$ cat config.mk
export PLATFORM = sky130hd
export DESIGN_NAME = timer_fsm_param_flat
export DESIGN_NICKNAME = d
export VERILOG_FILES = /design/src/rtl/timer_fsm_param_pkg.sv /design/src/rtl/timer_fsm_param_if.sv /design/src/rtl/timer_fsm_param_prescaler.sv /design/src/rtl/timer_fsm_param.sv /design/src/flat_wrapper.sv
export SDC_FILE = /design/constraint.sdc
export NUM_CORES = 1
export LEC_CHECK = 0
export ABC_AREA = 0
export BUFFER_PORTS_ARGS = -buffer_cell sky130_fd_sc_hd__buf_2
export CAP_MARGIN = 0
export CORE_MARGIN = 2
export CORE_UTILIZATION = 57
export CTS_BUF_LIST = sky130_fd_sc_hd__clkbuf_8
export CTS_CLUSTER_DIAMETER = 30
export DETAILED_ROUTE_END_ITERATION = 10
export GPL_TIMING_DRIVEN = 0
export HOLD_SLACK_MARGIN = 0.03
export PLACE_DENSITY = 0.95
export SLEW_MARGIN = 25
export SYNTH_ARGS = -nofsm -noshare
export SYNTH_HDL_FRONTEND = slang
export SYNTH_SLANG_ARGS = --single-unit
export TNS_END_PERCENT = 50
$ cat constraint.sdc
create_clock -name clk -period 3.4 [get_ports clk]
set_input_delay 0.34 -clock clk [delete_from_list [all_inputs] [get_ports clk]]
set_output_delay 0.34 -clock clk [all_outputs]
set_load 0.01 [all_outputs]
$ cat src/rtl/timer_fsm_param_pkg.sv
// timer_pkg: shared types and defaults for the timer_fsm_param block.
//   state_t           - 2-bit FSM state (IDLE=0, COUNTING=1, PAUSED=2, DONE=3)
//   STATE_*           - the same encodings as plain 2-bit constants
//   DEFAULT_WIDTH     - default counter width
//   DEFAULT_PRESCALE  - default enabled cycles per decrement
//   prescale_bits()   - width of the prescaler divider register
package timer_pkg;

    localparam logic [1:0] STATE_IDLE     = 2'd0;
    localparam logic [1:0] STATE_COUNTING = 2'd1;
    localparam logic [1:0] STATE_PAUSED   = 2'd2;
    localparam logic [1:0] STATE_DONE     = 2'd3;

    typedef enum logic [1:0] {
        ST_IDLE     = STATE_IDLE,
        ST_COUNTING = STATE_COUNTING,
        ST_PAUSED   = STATE_PAUSED,
        ST_DONE     = STATE_DONE
    } state_t;

    localparam int DEFAULT_WIDTH    = 16;
    localparam int DEFAULT_PRESCALE = 1;

    // ceil(log2(p)) with a floor of one bit so PRESCALE=1 still gets a register.
    function automatic int prescale_bits(input int p);
        return (p <= 2) ? 1 : $clog2(p);
    endfunction

endpackage

$ cat src/rtl/timer_fsm_param_if.sv
// timer_fsm_param_if: control/status bundle between the register front-end
// and the timer.
//   master modport (front-end): drives enable, start, clear, load_value;
//                               observes count, state, busy, trigger.
//   slave modport  (timer):     the mirror image.
interface timer_fsm_param_if #(
    parameter int WIDTH = timer_pkg::DEFAULT_WIDTH
);
    logic             enable;
    logic             start;
    logic             clear;
    logic [WIDTH-1:0] load_value;
    logic [WIDTH-1:0] count;
    logic [1:0]       state;
    logic             busy;
    logic             trigger;

    modport master (
        output enable, start, clear, load_value,
        input  count, state, busy, trigger
    );

    modport slave (
        input  enable, start, clear, load_value,
        output count, state, busy, trigger
    );
endinterface

$ cat src/rtl/timer_fsm_param_prescaler.sv
// timer_prescaler: tick divider for the timer.
//   clk     - clock
//   reset   - asynchronous active-low reset
//   run     - count this cycle (timer counting and enabled)
//   restart - return the divider to 0 (takes precedence over run)
//   tick    - high on the run cycle that completes PRESCALE enabled cycles
module timer_prescaler
    import timer_pkg::*;
#(
    parameter int PRESCALE = DEFAULT_PRESCALE
) (
    input  logic clk,
    input  logic reset,
    input  logic run,
    input  logic restart,
    output logic tick
);
    localparam int            PW   = prescale_bits(PRESCALE);
    localparam logic [PW-1:0] LAST = PW'(PRESCALE - 1);

    logic [PW-1:0] div_reg;
    logic [PW-1:0] div_next;

    assign tick = run && !restart && (div_reg == LAST);

    always_comb begin
        div_next = div_reg;
        if (restart) begin
            div_next = '0;
        end else if (run) begin
            div_next = tick ? '0 : div_reg + PW'(1);
        end
    end

    always_ff @(posedge clk or negedge reset) begin
        if (!reset) begin
            div_reg <= '0;
        end else begin
            div_reg <= div_next;
        end
    end
endmodule

$ cat src/rtl/timer_fsm_param.sv
// timer_fsm_param: parametrised down-counting timer with prescaler.
//   clk   - clock, all state changes on the rising edge
//   reset - asynchronous active-low reset
//   bus   - timer_fsm_param_if.slave: enable/start/clear/load_value in,
//           count/state/busy/trigger out (all registered or state-decoded)
// Optional feature: define TIMER_FSM_AUTORELOAD_EN to make DONE a one-cycle
// state that reloads load_value and keeps running; otherwise DONE is sticky.
module timer_fsm_param
    import timer_pkg::*;
#(
    parameter int WIDTH    = DEFAULT_WIDTH,
    parameter int PRESCALE = DEFAULT_PRESCALE
) (
    input  logic               clk,
    input  logic               reset,
    timer_fsm_param_if.slave   bus
);
    state_t           state_reg;
    state_t           state_next;
    logic [WIDTH-1:0] count_reg;
    logic [WIDTH-1:0] count_next;
    logic             run;
    logic             restart;
    logic             reload;
    logic             tick;

    // run/restart are kept out of the FSM process so the prescaler's tick
    // feeding back into it does not form a combinational loop.
    assign run = (state_reg == ST_COUNTING) && bus.enable && !bus.clear && !bus.start;

`ifdef TIMER_FSM_AUTORELOAD_EN
    assign reload = (state_reg == ST_DONE) && (bus.load_value != '0);
`else
    assign reload = 1'b0;
`endif

    assign restart = bus.clear || bus.start || reload;

    timer_prescaler #(
        .PRESCALE (PRESCALE)
    ) u_prescaler (
        .clk     (clk),
        .reset   (reset),
        .run     (run),
        .restart (restart),
        .tick    (tick)
    );

    always_comb begin
        state_next = state_reg;
        count_next = count_reg;
        if (bus.clear) begin
            state_next = ST_IDLE;
            count_next = '0;
        end else if (bus.start) begin
            count_next = bus.load_value;
            if (bus.load_value == '0) begin
                state_next = ST_DONE;
            end else begin
                state_next = bus.enable ? ST_COUNTING : ST_PAUSED;
            end
        end else begin
            case (state_reg)
                ST_IDLE: begin
                    state_next = ST_IDLE;
                end
                ST_COUNTING: begin
                    if (!bus.enable) begin
                        state_next = ST_PAUSED;
                    end else if (tick) begin
                        // Expiry lands in DONE on the same edge as the 1->0 step.
                        if (count_reg <= WIDTH'(1)) begin
                            count_next = '0;
                            state_next = ST_DONE;
                        end else begin
                            count_next = count_reg - WIDTH'(1);
                        end
                    end
                end
                ST_PAUSED: begin
                    // Resume edge itself never decrements.
                    if (bus.enable) begin
                        state_next = ST_COUNTING;
                    end
                end
                ST_DONE: begin
                    if (reload) begin
                        count_next = bus.load_value;
                        state_next = bus.enable ? ST_COUNTING : ST_PAUSED;
                    end
                end
                default: begin
                    state_next = ST_IDLE;
                end
            endcase
        end
    end

    always_ff @(posedge clk or negedge reset) begin
        if (!reset) begin
            state_reg <= ST_IDLE;
            count_reg <= '0;
        end else begin
            state_reg <= state_next;
            count_reg <= count_next;
        end
    end

    assign bus.count   = count_reg;
    assign bus.state   = state_reg;
    assign bus.busy    = (state_reg == ST_COUNTING) || (state_reg == ST_PAUSED);
    assign bus.trigger = (state_reg == ST_DONE);
endmodule

$ cat src/flat_wrapper.sv
// flat-port wrapper written by rule: the top's interface ports become plain ports
module timer_fsm_param_flat import timer_pkg::*;
#(
    parameter int WIDTH    = DEFAULT_WIDTH,
    parameter int PRESCALE = DEFAULT_PRESCALE
)
  (clk, reset, bus_enable, bus_start, bus_clear, bus_load_value, bus_count, bus_state, bus_busy, bus_trigger);
  timer_fsm_param_if #(.WIDTH(WIDTH)) bus_i ();
  input  logic clk;
  input  logic reset;
  input wire logic [$bits(bus_i.enable)-1:0] bus_enable;
  input wire logic [$bits(bus_i.start)-1:0] bus_start;
  input wire logic [$bits(bus_i.clear)-1:0] bus_clear;
  input wire logic [$bits(bus_i.load_value)-1:0] bus_load_value;
  output wire logic [$bits(bus_i.count)-1:0] bus_count;
  output wire logic [$bits(bus_i.state)-1:0] bus_state;
  output wire logic [$bits(bus_i.busy)-1:0] bus_busy;
  output wire logic [$bits(bus_i.trigger)-1:0] bus_trigger;
  assign bus_i.enable = bus_enable;
  assign bus_i.start = bus_start;
  assign bus_i.clear = bus_clear;
  assign bus_i.load_value = bus_load_value;
  assign bus_count = bus_i.count;
  assign bus_state = bus_i.state;
  assign bus_busy = bus_i.busy;
  assign bus_trigger = bus_i.trigger;
  timer_fsm_param #(.WIDTH(WIDTH), .PRESCALE(PRESCALE)) u_core (.clk(clk), .reset(reset), .bus(bus_i));
endmodule
## Word level (Yosys, flattened, before mapping)

Cells that the tools add are included.

| word-level totals | value |
|---|---|
| register bits | 19 |
| word-level logic and storage cells | 50 |
| output and inout port bits | 20 |

| operators by class | value |
|---|---|
| add/subtract/negate cells | 2 |
| reduce and logical (&&, ||, !) cells | 18 |
| bitwise operators | 1 |
| multiplexer cells | 18 |
| equality and inequality tests | 7 |
| magnitude comparators | 1 |

Operators by type and width:

| operator | count |
|---|---|
| $mux W16 | 6 |
| $le A16 B1 Y1 const B | 1 |
| $logic_not A16 Y1 | 1 |
| $mux W2 | 8 |
| $sub A16 B1 Y16 const B | 1 |
| $ne A5 B5 Y1 const B | 2 |
| $reduce_bool A3 Y1 | 3 |
| $pmux W2 S3 | 1 |
| $logic_and A1 B1 Y1 | 5 |
| $eq A2 B2 Y1 const B | 2 |
| $ne A4 B4 Y1 const B | 1 |
| $reduce_and A4 Y1 | 1 |
| $logic_not A1 Y1 | 3 |
| $mux W1 | 3 |
| $ne A3 B3 Y1 const B | 1 |
| $reduce_and A3 Y1 | 1 |
| $eq A2 B1 Y1 const B | 1 |
| $logic_not A2 Y1 | 1 |
| $logic_or A1 B1 Y1 | 2 |
| $reduce_bool A2 Y1 | 1 |
| $add A1 B1 Y1 const B | 1 |
| $not A1 Y1 | 1 |

## Longest topological paths before layout

| logic depth | value |
|---|---|
| depth after elaboration | 11 |
| gate-level depth with buffers | 8 |
| mapped depth without buffers | 7 |

## By module

A second synthesis with hierarchy kept.

| unflattened totals | value |
|---|---|
| cells, all modules | 147 |
| area, all modules | 1313.8 µm² |

By module, submodules not included:

| module | cells each | area an instance (µm²) | times used | sequential area each (µm²) |
|---|---|---|---|---|
| timer_fsm_param | 144 | 1273.7 | 1 | 450.4 |
| timer_prescaler | 3 | 40.0 | 1 | 25.0 |

## Worst setup path before layout

Ideal clock, no wire load.

| path | value |
|---|---|
| path type | register -> register |
| from | register u_core.count_reg[0] (netlist: u_core.bus.count[0]) |
| to | register u_core.count_reg[8] (netlist: u_core.bus.count[8]) |
| cell stages (with the launch flop) | 9 |
| data required time | 3332 ps |
| period minus slack after synthesis | 2269 ps |
| path slack | 1131 ps |
| data arrival time | 2201 ps |
| library setup time | 68 ps |
| cells stage by stage | dfrtp_1 > inv_1 > ha_1 > or3b_2 > clkbuf_1 > or2_2 > or3_2 > a21oi_1 > a221o_1 |

| on the way | value |
|---|---|
| longest elaborated chain between the ends | 7 |

RTL lines:

| element | line | RTL |
|---|---|---|
| start: declaration | timer_fsm_param.sv:20 | `logic [WIDTH-1:0] count_reg;` |
| start signal: assignment | timer_fsm_param.sv:105 | `count_reg <= count_next;` |
| $sub A16 B1 Y16 or $le A16 B1 Y1 (tied branches) | timer_fsm_param.sv:76, timer_fsm_param.sv:72 |  |
| $mux W16 (*) | timer_fsm_param.sv:72 | `if (count_reg <= WIDTH'(1)) begin` |
| $mux W16 (*) | timer_fsm_param.sv:70 | `end else if (tick) begin` |
| $mux W16 (*) | timer_fsm_param.sv:68 | `if (!bus.enable) begin` |
| $mux W16 (*) | timer_fsm_param.sv:63 | `case (state_reg)` |
| $mux W16 (*) | timer_fsm_param.sv:55 | `end else if (bus.start) begin` |
| $mux W16 (*) | timer_fsm_param.sv:52 | `if (bus.clear) begin` |

Every way passes the cells marked *; elsewhere a longest branch is shown, timed or not. The select of a mux whose other input is x is not followed.
A chain may end at the register's enable or synchronous reset.

## Worst setup path after layout

Ends and elaborated chain as after synthesis.

==> out/metrics.cfg <==
[die]
die_area_um2=2750
coreArea_um2=2210
rows=17
initial_core_util_pct=60.4
io_pins=41
die_x_um=52.4
fp.dieH_um=52.4

[logic_synthesis]
synth_top_family_by_area=simple AND/OR/NAND/NOR gates
yosysWarnings=0
yosys.area.top_type=dfrtp_1
syn_nets=180
syn-cell-area_um2=1340
synth-edff-count=0
ys_ff_latch=19
synth_compound_area_share_pct=24.6
avgSynthCellArea_um2=8.67
synth_xor_area_share_pct=0
synth_fa_ha_area_share_pct=4.69
async_reset_ff_share_pct=100
ys_top_cells_by_area=dfrtp_1 (36%), ha_1 (4.7%), o21ai_0 (4.1%)
synth.yosys.seq_area_share_pct=35.6
synth_cells=154
ys_types=43
synth_top_area_share_pct=35.6
synthMuxAreaShare_pct=3.09
yosys.area_share.simple_pct=26.8
synth_ff_type=dfrtp_1

[critical_path]
critPathMaxFanout=8
r2r_cells=8
worst-endpoint-required_ns=3.60
setup.worst_path.end_class=register
start_kind=register
critPathArrivalTime_ns=2.64
r2r_slack_ns=0.96
critPathKind=register to register
r2r-end=u_core.bus.count[8]
reg2reg_from=u_core.bus.count[0]

[sta]
worstMarginPinSlew_ns=0.589
hold_viol=0
setup_viol=0
rsz0062_at_grt=false
whs_ns=0.317
maxSlewHeadroom_pct=60.6
fin_tns_setup_ns=0
setup_slack_ns=0.956
finalClockSkew_ns=0.00500
fin_crit_ns=2.44
maxSlewViolCount=0
timing.fmax_mhz=409
post-route-period-util_pct=71.9

[layout]
syn_to_final_growth_pct=21.7
num_antenna_cells=0
drive_gt1_share_pct=27.8
instances_no_fill=226
final_util_pct=73.5
nets=225
fin_area_um2=1630
largest_register_ffs=16

[grt]
grt_pass1_wl_mm=5.82
antenna_found_initial=0
track_usage_pct=28.6
grt_max_degree=20
grt_pass1_vias=1281
grt.overflow.total=0

[power_and_ir_drop]
clockPowerShare_pct=25.7
p_per_area_nw_per_um2=371
totalPowerFinal_mw=0.603
power.share.combinational_pct=29.6
ir_drop_v=0.000319
p_sw_mw=0.204
p_int_mw=0.399
p_sw_share_pct=33.8
power_frac_seq_pct=44.7
p_leak_nw=0.782

[routing]
vias=1451
first_pass_iters=4
vias_per_cell=6.42
post-route-drc-count=0
wl_per_cell_um=16.1
postRouteWirelength_mm=3.64
antenna_left=0
drt_iter0_drc=51

[placement]
gp_congestion=0.932
pre_cts_slack_ns=0.982
dp.cells=221
placed_area_um2=1570
port_buffers=39
dp_hpwl_mm=2.70

[flow_run]
drv_cap=0

[min_path]
min_from=bus_load_value[2]
min_to=u_core.bus.count[2]
hp-class=primary input to register
min_path_cells=2

[clock_tree]
cts_setup_buffers=0
clock_latency_ns=0.26
cts_buffers=3
cts_tree=done
path_clk_slew_ns=0.07
root_buffer=clkbuf_8
cts_sinks=19
clock_path_buffers=2
post_cts_resized=0
cts_hold_buf=1
cts-htree-levels=1

[run_status]
status=finished clean

-- synthesized netlist by cell type (all sizes together), types with 3 or more instances --
library cell / instances
nor3: 8
o21ai: 11
ha: 5
o311ai: 3
or4: 6
nor4: 6
inv: 8
nor2: 14
a21oi: 10
a211o: 4
a221o: 3
clkbuf: 5
dfrtp: 19
a22oi: 5
nand2: 13
mux2i: 3
or3: 6
-- critical path, stage by stage (launching register included) --
cell and delay (ns):
dfrtp_1 0.45, inv_1 0.09, ha_1 0.20, or3b_2 0.45, clkbuf_1 0.19, or2_2 0.33, or3_2 0.41, a21oi_1 0.14
a221o_1 0.13
-- layer usage --
metal / GRT usage, % / routed length [um]
met5: 0 / 0
met1: 38.6 / 1600
met3: 2.57 / 286
met4: 12.0 / 33
met2: 46.7 / 1720
-- worst max path at each step --
stage / from / end / depth (start not counted)
2_1_floorplan: u_core.bus.count[0] / u_core.bus.count[8] / 8
4_1_cts: u_core.bus.count[0] / u_core.bus.count[8] / 8
3_3_place_gp: u_core.bus.count[0] / u_core.bus.count[8] / 8
3_5_place_dp: u_core.bus.count[0] / u_core.bus.count[8] / 8
6_report: u_core.bus.count[0] / u_core.bus.count[8] / 8
5_1_grt: u_core.bus.count[1] / u_core.bus.count[8] / 8
-- power by group through the flow --
| stage | combinational (mW) | clock [mW] | sequential [mW] |
|---|---|---|---|
| 2_1_floorplan | 0.102 | 0 | 0.277 |
| 3_3_place_gp | 0.170 | 0 | 0.272 |
| 3_5_place_dp | 0.173 | 0 | 0.274 |
| 4_1_cts | 0.175 | 0.156 | 0.269 |
| 5_1_grt | 0.194 | 0.168 | 0.273 |
| 6_report | 0.179 | 0.155 | 0.270 |
-- cells by family after synthesis --
kind of cell,Yosys count
and+or+nand+nor,64
AOI/OAI and AO/OA,48
buffers and inverters,14
muxes,4
DFF,19
adders and majority gates,5
-- cell type report --
type / instances / area (um^2)
Fill cell: 171 / 587
Clock buffer: 3 / 41.3
Clock inverter: 1 / 3.75
Tap cell: 28 / 35.0
Inverter: 8 / 30.0
Sequential cell: 19 / 475
Timing Repair Buffer: 40 / 205
Multi-Input combinational cell: 121 / 795
Buffer: 6 / 40.0
-- layout by cell type, fill, tap and decap left out, drive strengths merged, types with 2 or more instances in the layout --
| cell type | count |
|---|---|
| nand3b | 2 |
| or3 | 6 |
| mux2i | 3 |
| nor3 | 8 |
| o21ai | 11 |
| a21oi | 10 |
| clkbuf | 8 |
| nand3 | 2 |
| or4 | 6 |
| dfrtp | 19 |
| o311ai | 3 |
| a221o | 3 |
| inv | 9 |
| a211o | 4 |
| nand4 | 2 |
| a22oi | 5 |
| nor4 | 6 |
| o41ai | 2 |
| nor2 | 14 |
| buf | 40 |
| nand2 | 13 |
| ha | 5 |
| a31oi | 2 |
Note: power is estimated with default switching activity, not from simulation.
